## src/rtl/accum_pkg.sv

```systemverilog
// Shared constants and saturating-add helper for the filter accumulators.
// All arithmetic is done in a wide signed type and narrowed by the caller.
package accum_pkg;

    localparam int unsigned DefInW    = 24;
    localparam int unsigned DefAccW   = 48;
    localparam int unsigned DefWinLen = 9;
    localparam int unsigned MaxW      = 128;

    typedef logic signed [MaxW-1:0] wide_t;

    function automatic wide_t sat_max(input int unsigned w);
        return (wide_t'(1) <<< (w - 1)) - wide_t'(1);
    endfunction

    function automatic wide_t sat_min(input int unsigned w);
        return ~sat_max(w);
    endfunction

    // Operands must already lie in the signed w-bit range; the raw result then fits in w+1 bits.
    function automatic wide_t sat_add(input wide_t a, input wide_t b, input logic sub,
                                      input int unsigned w, input logic sat, output logic ovf);
        wide_t sum;
        sum = sub ? (a - b) : (a + b);
        ovf = (sum > sat_max(w)) || (sum < sat_min(w));
        if (ovf && sat) begin
            sum = (sum > sat_max(w)) ? sat_max(w) : sat_min(w);
        end
        return sum;
    endfunction

endpackage

```

## src/rtl/accum_sat_core.sv

```systemverilog
// Combinational add/subtract of one term into an ACC_W accumulator value,
// with optional clamp to the signed ACC_W range and an overflow flag.
module accum_sat_core
    import accum_pkg::*;
#(
    parameter int unsigned IN_W   = DefInW,
    parameter int unsigned ACC_W  = DefAccW,
    parameter bit          SAT_EN = 1'b1
) (
    input  logic signed [ACC_W-1:0] base,
    input  logic signed [IN_W:0]    term,
    input  logic                    sub,
    output logic signed [ACC_W-1:0] sum,
    output logic                    ovf
);

    wide_t base_w;
    wide_t term_w;
    wide_t res_w;
    logic  unused_res_hi;

    always_comb begin
        base_w = {{(MaxW - ACC_W){base[ACC_W-1]}}, base};
        term_w = {{(MaxW - IN_W - 1){term[IN_W]}}, term};
        res_w  = sat_add(base_w, term_w, sub, ACC_W, SAT_EN, ovf);
        // Dropping the upper bits is the modulo-2^ACC_W wrap when clamping is off.
        sum    = res_w[ACC_W-1:0];
    end

    assign unused_res_hi = ^res_w[MaxW-1:ACC_W];

endmodule

```

## src/rtl/accum_win.sv

```systemverilog
// Windowed accumulator: stage 1 registers the A+C term, stage 2 folds it into the
// running sum and publishes the total after every WIN_LEN accepted samples.
module accum_win
    import accum_pkg::*;
#(
    parameter int unsigned IN_W    = DefInW,
    parameter int unsigned ACC_W   = DefAccW,
    parameter int unsigned WIN_LEN = DefWinLen,
    parameter bit          SAT_EN  = 1'b1
) (
    input  logic                    CLK,
    input  logic                    RST,
    input  logic                    IN_VALID,
    input  logic signed [IN_W-1:0]  A_IN,
    input  logic signed [IN_W-1:0]  C_IN,
    input  logic                    ADD_SUB,
    input  logic                    CLR,
    output logic                    OUT_VALID,
    output logic signed [ACC_W-1:0] ACCUM_OUT,
    output logic                    OVF,
    output logic                    BUSY
);

    localparam int unsigned CntW = (WIN_LEN > 1) ? $clog2(WIN_LEN) : 1;

    logic                    accept;
    logic                    cnt_last;
    logic [CntW-1:0]         cnt_q, cnt_d;
    logic signed [IN_W:0]    term_q, term_d;
    logic                    sub_q, sub_d;
    logic                    s1_valid_q, s1_valid_d;
    logic                    last_q, last_d;
    logic                    first_q, first_d;
    logic signed [ACC_W-1:0] sum_q, sum_d;
    logic                    sticky_q, sticky_d;
    logic signed [ACC_W-1:0] accum_q, accum_d;
    logic                    ovf_q, ovf_d;
    logic                    out_valid_q, out_valid_d;
    logic signed [ACC_W-1:0] base;
    logic signed [ACC_W-1:0] core_sum;
    logic                    core_ovf;

    always_comb begin
        accept     = IN_VALID & ~CLR;
        cnt_last   = (cnt_q == CntW'(WIN_LEN - 1));
        cnt_d      = cnt_q;
        term_d     = term_q;
        sub_d      = sub_q;
        last_d     = last_q;
        first_d    = first_q;
        s1_valid_d = accept;
        if (CLR) begin
            cnt_d = '0;
        end else if (accept) begin
            cnt_d   = cnt_last ? '0 : cnt_q + CntW'(1);
            term_d  = {A_IN[IN_W-1], A_IN} + {C_IN[IN_W-1], C_IN};
            sub_d   = ADD_SUB;
            last_d  = cnt_last;
            first_d = (cnt_q == '0);
        end
    end

    assign base = first_q ? '0 : sum_q;

    accum_sat_core #(
        .IN_W   (IN_W),
        .ACC_W  (ACC_W),
        .SAT_EN (SAT_EN)
    ) u_core (
        .base (base),
        .term (term_q),
        .sub  (sub_q),
        .sum  (core_sum),
        .ovf  (core_ovf)
    );

    always_comb begin
        sum_d       = sum_q;
        sticky_d    = sticky_q;
        accum_d     = accum_q;
        ovf_d       = ovf_q;
        out_valid_d = 1'b0;
        if (CLR) begin
            // A last term still in stage 1 is dropped along with the rest of the window.
            sum_d    = '0;
            sticky_d = 1'b0;
        end else if (s1_valid_q) begin
            sum_d    = core_sum;
            sticky_d = (first_q ? 1'b0 : sticky_q) | core_ovf;
            if (last_q) begin
                accum_d     = core_sum;
                ovf_d       = sticky_d;
                out_valid_d = 1'b1;
            end
        end
    end

    always_ff @(posedge CLK or posedge RST) begin
        if (RST) begin
            cnt_q       <= '0;
            term_q      <= '0;
            sub_q       <= 1'b0;
            s1_valid_q  <= 1'b0;
            last_q      <= 1'b0;
            first_q     <= 1'b0;
            sum_q       <= '0;
            sticky_q    <= 1'b0;
            accum_q     <= '0;
            ovf_q       <= 1'b0;
            out_valid_q <= 1'b0;
        end else begin
            cnt_q       <= cnt_d;
            term_q      <= term_d;
            sub_q       <= sub_d;
            s1_valid_q  <= s1_valid_d;
            last_q      <= last_d;
            first_q     <= first_d;
            sum_q       <= sum_d;
            sticky_q    <= sticky_d;
            accum_q     <= accum_d;
            ovf_q       <= ovf_d;
            out_valid_q <= out_valid_d;
        end
    end

    assign OUT_VALID = out_valid_q;
    assign ACCUM_OUT = accum_q;
    assign OVF       = ovf_q;
    assign BUSY      = (cnt_q != '0) | s1_valid_q;

endmodule

```

## config.mk

```make
export PLATFORM = sky130hd
export DESIGN_NAME = accum_win
export DESIGN_NICKNAME = d
export VERILOG_FILES = /design/src/rtl/accum_pkg.sv /design/src/rtl/accum_sat_core.sv /design/src/rtl/accum_win.sv
export SDC_FILE = /design/constraint.sdc
export NUM_CORES = 1
export LEC_CHECK = 0
export ABC_AREA = 1
export CORE_MARGIN = 3
export CORE_UTILIZATION = 25
export DETAILED_ROUTE_END_ITERATION = 10
export SLEW_MARGIN = 10
export SYNTH_ARGS = -nofsm -noshare
export SYNTH_HDL_FRONTEND = slang
export SYNTH_SLANG_ARGS = --single-unit
```

## constraint.sdc

```tcl
create_clock -name CLK -period 4.8 [get_ports CLK]
set_input_delay 0.96 -clock CLK [delete_from_list [all_inputs] [get_ports CLK]]
set_output_delay 0.96 -clock CLK [all_outputs]
set_load 0.05 [all_outputs]
```

==> results of run 1 <==
## cells by family (layout without fill, tap and decap cells)
logic type | Yosys count | count (layout) | share of synthesized area (%)
buffers and inverters | 290 | 407 | 10.2
xor gates and xnor gates | 62 | 62 | 4.85
AOI/OAI and AO/OA | 250 | 250 | 12.4
adders and majority gates | 78 | 78 | 8.72
DFF | 132 | 132 | 29.1
and+or+nand+nor | 937 | 937 | 34.7
## power breakdown
group	switching [W]	internal, W	total [W]
logic	0.00251	0.00121	0.00372
clock network	0.000545	0.000714	0.00126
registers	0.000177	0.00143	0.00161
## critical path, stage by stage (launching register included)
cell and delay, ns:
sky130_fd_sc_hd__dfrtp_1 0.41, sky130_fd_sc_hd__nor2_2 0.14, sky130_fd_sc_hd__nand4_1 0.12, sky130_fd_sc_hd__nor3_1 0.22, sky130_fd_sc_hd__nand2_1 0.12, sky130_fd_sc_hd__nor2_1 0.17
sky130_fd_sc_hd__nand2_1 0.10, sky130_fd_sc_hd__nor2_1 0.22, sky130_fd_sc_hd__nand2_4 0.19, sky130_fd_sc_hd__nand2_1 0.13, sky130_fd_sc_hd__xor2_1 0.18, sky130_fd_sc_hd__inv_1 0.07
sky130_fd_sc_hd__ha_1 0.33, sky130_fd_sc_hd__nand2_2 0.14, sky130_fd_sc_hd__inv_1 0.05, sky130_fd_sc_hd__a21oi_1 0.24, sky130_fd_sc_hd__nand2_1 0.11, sky130_fd_sc_hd__nand2_1 0.06
sky130_fd_sc_hd__nand2_1 0.09, sky130_fd_sc_hd__a21oi_1 0.23, sky130_fd_sc_hd__nand3_2 0.12, sky130_fd_sc_hd__nand2_4 0.11, sky130_fd_sc_hd__nor2_4 0.05, sky130_fd_sc_hd__nor2_4 0.11
sky130_fd_sc_hd__buf_4 0.28, sky130_fd_sc_hd__nand2_1 0.09, sky130_fd_sc_hd__o21ai_0 0.08
## area by class of cell
type | instances | area [um^2] | share of cell area, %
Multi-Input combinational cell | 1327 | 6920 | 50.5
Sequential cell | 132 | 3300 | 24.1
Timing Repair Buffer | 127 | 1250 | 9.11
Inverter | 248 | 936 | 6.83
Tap cell | 592 | 741 | 5.41
Clock buffer | 17 | 425 | 3.10
Clock inverter | 15 | 131 | 0.959
## state kept, by name, indices dropped and copies added (netlist names)
| signal | flops |
|---|---|
| last_q | 1 |
| cnt_q | 4 |
| sum_q | 48 |
| sticky_q | 1 |
| OUT_VALID | 1 |
| sub_q | 1 |
| ACCUM_OUT | 48 |
| OVF | 1 |
| s1_valid_q | 1 |
| first_q | 1 |
| term_q | 25 |
## metrics by stage
| stage | utilization, % | instances | setup WS [ns] | total power [W] |
|---|---|---|---|---|
| after floorplan | - | 1749 | 0.314 | 0.00423 |
| after global placement | 29.5 | 2426 | 0.301 | 0.00533 |
| after detailed placement | 29.5 | 2426 | 0.199 | 0.00536 |
| after CTS | 30.8 | 2458 | 0.175 | 0.00666 |
| after global routing | 30.8 | 2458 | 0.0486 | 0.00707 |
| final | 30.8 | 2458 | 0.491 | 0.00658 |
## metal layers
layer	global-route usage, %	vias to the layer above
met5	0	-
li1	-	5757
met1	19.8	5134
met4	3.95	0
met2	26.6	237
met3	2.13	48
## worst paths after layout
path / start / slack [ns] / end
worst max-delay path: term_q[3]$_DFFE_PP0P_ / 0.49 / sum_q[25]$_DFFE_PP0P_
worst min-delay path: ACCUM_OUT[35]$_DFFE_PP0P_ / 0.47 / ACCUM_OUT[35]$_DFFE_PP0P_
worst max register to register: term_q[3]$_DFFE_PP0P_ / 0.49 / sum_q[25]$_DFFE_PP0P_
worst min register to register: ACCUM_OUT[35]$_DFFE_PP0P_ / 0.47 / ACCUM_OUT[35]$_DFFE_PP0P_
max in group asynchronous: RST / 2.84 / ACCUM_OUT[42]$_DFFE_PP0P_
min in group asynchronous: RST / 1.10 / ACCUM_OUT[10]$_DFFE_PP0P_
## synth_stat cells (5+ instances only)
| cell type | count | area (um^2) |
|---|---|---|
| sky130_fd_sc_hd__nand2_1 | 589 | 2210 |
| sky130_fd_sc_hd__inv_1 | 239 | 897 |
| sky130_fd_sc_hd__nor2_1 | 183 | 687 |
| sky130_fd_sc_hd__dfrtp_1 | 132 | 3300 |
| sky130_fd_sc_hd__a21oi_1 | 80 | 400 |
| sky130_fd_sc_hd__ha_1 | 76 | 951 |
| sky130_fd_sc_hd__o21ai_0 | 74 | 370 |
| sky130_fd_sc_hd__nand3_1 | 62 | 310 |
| sky130_fd_sc_hd__xor2_1 | 35 | 307 |
| sky130_fd_sc_hd__clkbuf_1 | 27 | 101 |
| sky130_fd_sc_hd__xnor2_1 | 26 | 228 |
| sky130_fd_sc_hd__o21ai_1 | 24 | 120 |
| sky130_fd_sc_hd__or2_2 | 21 | 131 |
| sky130_fd_sc_hd__nor3_1 | 19 | 95.1 |
| sky130_fd_sc_hd__o21bai_1 | 19 | 143 |
| sky130_fd_sc_hd__a31oi_1 | 15 | 93.8 |
| sky130_fd_sc_hd__nand4_1 | 15 | 93.8 |
| sky130_fd_sc_hd__o31ai_1 | 13 | 97.6 |
| sky130_fd_sc_hd__nand3_2 | 10 | 100 |
| sky130_fd_sc_hd__nand2_2 | 9 | 56.3 |
| sky130_fd_sc_hd__buf_6 | 8 | 90.1 |
| sky130_fd_sc_hd__inv_2 | 8 | 30.0 |
| sky130_fd_sc_hd__nor2_2 | 8 | 50.1 |
| sky130_fd_sc_hd__buf_2 | 5 | 25.0 |
| sky130_fd_sc_hd__o22ai_1 | 5 | 31.3 |
## what timing repair did
| item | in CTS | in global routing |
|---|---|---|
| endpoints found under the setup margin | 0 | 96 |
| hold endpoints to repair | 0 | 0 |
| buffers inserted | 0 | 0 |
| gates resized for setup | 0 | 3 |
| hold buffers | 0 | 0 |
==> flow_summary.yaml, run 1 <==
cells_and_area:
  insertedDiodeCount: 0
  layout_common_cells: "sky130_fd_sc_hd__nand2_1 (588), sky130_fd_sc_hd__inv_1 (237), sky130_fd_sc_hd__nor2_1 (182)"
  share_of_layout_cells_above_drive_strength_1_pct: 7.02
  final_area_um2: 13700
  nNetsFinal: 1984
  num-fill-cells: 4932
  area_growth_pct: 20.6
  most_common_cell_after_layout_fill_and_taps_aside: "sky130_fd_sc_hd__nand2_1"
timing:
  setup-tns-final_ns: 0
  final_worst_path_period_share_pct: 89.8
  setup_viol: 0
  grt_setup_unrepaired: "false"
  fin_skew_ns: 0.0108
  worst_pin_slew_ns: 1.17
  final_number_of_max_transition_violations: 0
  final.min_clock_period_ns: 4.31
  hold-worst-slack_ns: 0.475
  worst_slew_margin_rel_pct: 21.6
  fmax_ghz: 0.232
  hold_viol_final: 0
worst_setup_path:
  timing.critical_path.required_ns: 5.12
  critPathMaxFanout: 21
  cp_endpoint_kind: "flip-flop"
  arrival_worst_endpoint_ns: 4.63
  r2r.worst_path.cells: 26
  crit_path_start_kind: "flip-flop"
  setup.worst_path.class: "flip-flop to flip-flop"
route:
  drtPass1Iterations: 5
  drt_wl_total_mm: 36.1
  top_layer_used: "met4"
  drtIter0Drc: 542
  routed_length_per_instance_um: 14.7
  via_count: 11200
  wl_met2_mm: 17.1
  via_density_per_instance: 4.55
  wl_met3_mm: 1.39
  drt.antenna.violating_nets: 0
  m1WireLength_mm: 16.9
  post-route-drc-count: 0
power_and_ir_drop:
  power.leakage_nw: 6.87
  power_density_nw_per_um2: 481
  max-vdd-ir-drop_mv: 0.253
yosys:
  ys_async_sr_fraction_pct: 100
  synth_fp_nets: 1880
  synth_edf_count: 0
  synth_cell_types: 48
  post_synth_inst_count: 1749
  ys_dominant_reg_cell: "sky130_fd_sc_hd__dfrtp_1"
  synth.ff_latch_count: 132
  yosys_warnings: 0
  post_synth_instance_area_um2: 11400
  avgSynthCellArea_um2: 6.49
  yosysSeqAreaShare_pct: 29.1
clock_tree:
  max_buffers_root_to_sink: 2
  cts_made_buffers: 17
  clock-sinks: 132
  cts_root_buffer: "sky130_fd_sc_hd__clkbuf_16"
  clkSlewWorstSetupHoldPaths_ns: 0.06
  clock_latency_ns: 0.44
  htree_levels: 4
  cts_tree: "built"
run_status:
  run_status: "completed"
global_route:
  grt_overflow: 0
  grt_start_max_net_pins: 99
  groute.usage.overall_pct: 15.3
  global_route_wire_length_before_repair_mm: 57.8
  grt_pass1_vias: 11300
  grt_antenna_before_repair: 0
placement:
  io_buffer_count: 103
  gp_congestion: 0.927
  post_dp_cell_area_um2: 13100
  post-dp-hpwl_mm: 29.3
die:
  core_um2: 44500
  die_area_um2: 48000
  io_pins: 104
  placement_rows: 77
  floorplan.die.height_um: 219
  die_w_um: 219
  initial_utilization_pct: 25.5
worst_hold_path:
  min_path_type: "flip-flop to flip-flop"
  holdPathStages: 2
job:
  max_cap_violations: 0
Note: power is estimated with default switching activity, not from simulation.
==> inputs of run 2 (changes only) <==
--- a/config.mk
+++ b/config.mk
@@ -8,6 +8,7 @@
 export ABC_AREA = 1
 export CORE_MARGIN = 3
 export CORE_UTILIZATION = 25
+export CTS_BUF_LIST = sky130_fd_sc_hd__clkbuf_8
 export DETAILED_ROUTE_END_ITERATION = 10
 export SLEW_MARGIN = 10
 export SYNTH_ARGS = -nofsm -noshare
==> flow_summary.yaml, run 2 (synthesized netlist as in run 1, its figures left out) <==
clock_tree:
  clock-sinks: 132
  clkSlewWorstSetupHoldPaths_ns: 0.09
  htree_levels: 4
  cts_made_buffers: 17
  clock_latency_ns: 0.49
  cts_tree: "built"
  cts_root_buffer: "sky130_fd_sc_hd__clkbuf_8"
  max_buffers_root_to_sink: 2
placement:
  post-dp-hpwl_mm: 29.3
  io_buffer_count: 103
  pre_cts_setup_slack_ns: 0.199
  gp_congestion: 0.927
cells_and_area:
  share_of_layout_cells_above_drive_strength_1_pct: 7.02
  area_growth_pct: 18.9
  layout_common_cells: "sky130_fd_sc_hd__nand2_1 (588), sky130_fd_sc_hd__inv_1 (237), sky130_fd_sc_hd__nor2_1 (182)"
  nNetsFinal: 1984
  most_common_cell_after_layout_fill_and_taps_aside: "sky130_fd_sc_hd__nand2_1"
  insertedDiodeCount: 0
timing:
  fmax_ghz: 0.232
  worst_pin_slew_ns: 1.15
  setup_viol: 0
  grt_setup_unrepaired: "false"
  setup-tns-final_ns: 0
  setup_ws_ns: 0.482
  worst_slew_margin_rel_pct: 22.7
  final_number_of_max_transition_violations: 0
  final.min_clock_period_ns: 4.32
  fin_skew_ns: 0.0154
  hold_viol_final: 0
  final_worst_path_period_share_pct: 90.0
global_route:
  grt_start_max_net_pins: 99
  grt_antenna_before_repair: 0
  grt_overflow: 0
  global_route_wire_length_before_repair_mm: 57.7
  groute.usage.overall_pct: 15.2
  grt_pass1_vias: 11200
worst_setup_path:
  setup.worst_path.class: "flip-flop to flip-flop"
  cp_endpoint_kind: "flip-flop"
  arrival_worst_endpoint_ns: 4.69
  cp-startpoint: "term_q[3]$_DFFE_PP0P_"
  worstReg2RegEnd: "sum_q[25]$_DFFE_PP0P_"
  timing.critical_path.required_ns: 5.17
  crit_path_start_kind: "flip-flop"
  critPathMaxFanout: 21
  worst_r2r_setup_slack_ns: 0.48
  r2r.worst_path.cells: 22
  regToRegStartpoint: "term_q[3]$_DFFE_PP0P_"
die:
  core_um2: 44500
  die_area_um2: 48000
  floorplan.die.height_um: 219
  placement_rows: 77
  die_w_um: 219
  io_pins: 104
  initial_utilization_pct: 25.5
route:
  post-route-drc-count: 0
  via_density_per_instance: 4.55
  drtIter0Drc: 614
  drt_wl_total_mm: 36.0
  routed_length_per_instance_um: 14.7
  drtPass1Iterations: 7
  drt.antenna.violating_nets: 0
  via_count: 11200
job:
  max_cap_violations: 0
worst_hold_path:
  min_delay_worst_endpoint: "ACCUM_OUT[35]$_DFFE_PP0P_"
  holdPathStages: 2
  min_path_type: "flip-flop to flip-flop"
  hold_start: "ACCUM_OUT[35]$_DFFE_PP0P_"
power_and_ir_drop:
  power.leakage_nw: 6.78
  max-vdd-ir-drop_mv: 0.210
  power_density_nw_per_um2: 462
run_status:
  run_status: "completed"
[run 2: cell counts in the layout (fill, tap and decap cells not counted)]
Identical to the previous run, type by type.
[run 2: area by class of cell]
type                    count  area [um^2]
clock inverters            15          131
multi-input cells        1327         6920
clock buffers              17          234
flip-flops and latches    132         3300
fillers                  4959        31000
repair buffers            127         1250
well taps                 592          741
inverters                 248          936
[run 2: worst max-delay path by stage]
| stage | end | depth (start not counted) |
|---|---|---|
| 2_1_floorplan | ACCUM_OUT[0]$_DFFE_PP0P_ | 1 |
| 3_3_place_gp | sum_q[8]$_DFFE_PP0P_ | 23 |
| 3_5_place_dp | sum_q[25]$_DFFE_PP0P_ | 22 |
| 4_1_cts | sum_q[25]$_DFFE_PP0P_ | 22 |
| 5_1_grt | sum_q[6]$_DFFE_PP0P_ | 27 |
| 6_report | sum_q[25]$_DFFE_PP0P_ | 22 |
[run 2: worst max-delay path, cell delays in order, from the launching register on]
cell and delay (ns):
sky130_fd_sc_hd__dfrtp_1 0.42, sky130_fd_sc_hd__nor2_2 0.14, sky130_fd_sc_hd__nand4_1 0.12, sky130_fd_sc_hd__nor3_1 0.23, sky130_fd_sc_hd__nand2_1 0.12, sky130_fd_sc_hd__nor2_1 0.17
sky130_fd_sc_hd__nand2_1 0.10, sky130_fd_sc_hd__nor2_1 0.22, sky130_fd_sc_hd__nand2_4 0.20, sky130_fd_sc_hd__o31ai_1 0.26, sky130_fd_sc_hd__ha_1 0.32, sky130_fd_sc_hd__a21oi_1 0.26
sky130_fd_sc_hd__nand2_1 0.18, sky130_fd_sc_hd__a21oi_2 0.24, sky130_fd_sc_hd__nand2_1 0.14, sky130_fd_sc_hd__a21oi_1 0.23, sky130_fd_sc_hd__nand3_2 0.12, sky130_fd_sc_hd__nand2_4 0.11
sky130_fd_sc_hd__nor2_4 0.05, sky130_fd_sc_hd__nor2_4 0.11, sky130_fd_sc_hd__buf_4 0.27, sky130_fd_sc_hd__nand2_1 0.09, sky130_fd_sc_hd__o21ai_0 0.08
[run 2: repair_timing]
item / 4_1_cts / 5_1_grt
hold buffers: 0 / 0
gates resized for setup: 0 / 3
endpoints found under the setup margin: 0 / 96
setup buffers: 0 / 0
[run 2: through the flow]
step                      hold slack (ns)  cells  total power, W  util (%)  area [um^2]
after floorplan                     0.449   1749         0.00423         -        11400
after global placement              0.461   2426         0.00533      29.5        13100
after detailed placement            0.465   2426         0.00536      29.5        13100
after CTS                           0.488   2458         0.00631      30.3        13500
after global routing                0.507   2458         0.00673      30.4        13500
final                               0.480   2458         0.00624      30.4        13500
[run 2: per-layer routing]
layer / wire [um] / track usage, % / vias to the layer above
li1: - / - / 5745
met1: 16800 / 19.8 / 5146
met2: 17200 / 26.6 / 239
met3: 1400 / 1.99 / 51
met4: 660 / 3.89 / 0
met5: 0 / 0 / -
[run 2: report_power, final]
| group | switching, W | internal [W] |
|---|---|---|
| Combinational | 0.00251 | 0.00121 |
| Sequential | 0.000177 | 0.00143 |
| Clock | 0.000512 | 0.000411 |
| Total | 0.00320 | 0.00305 |
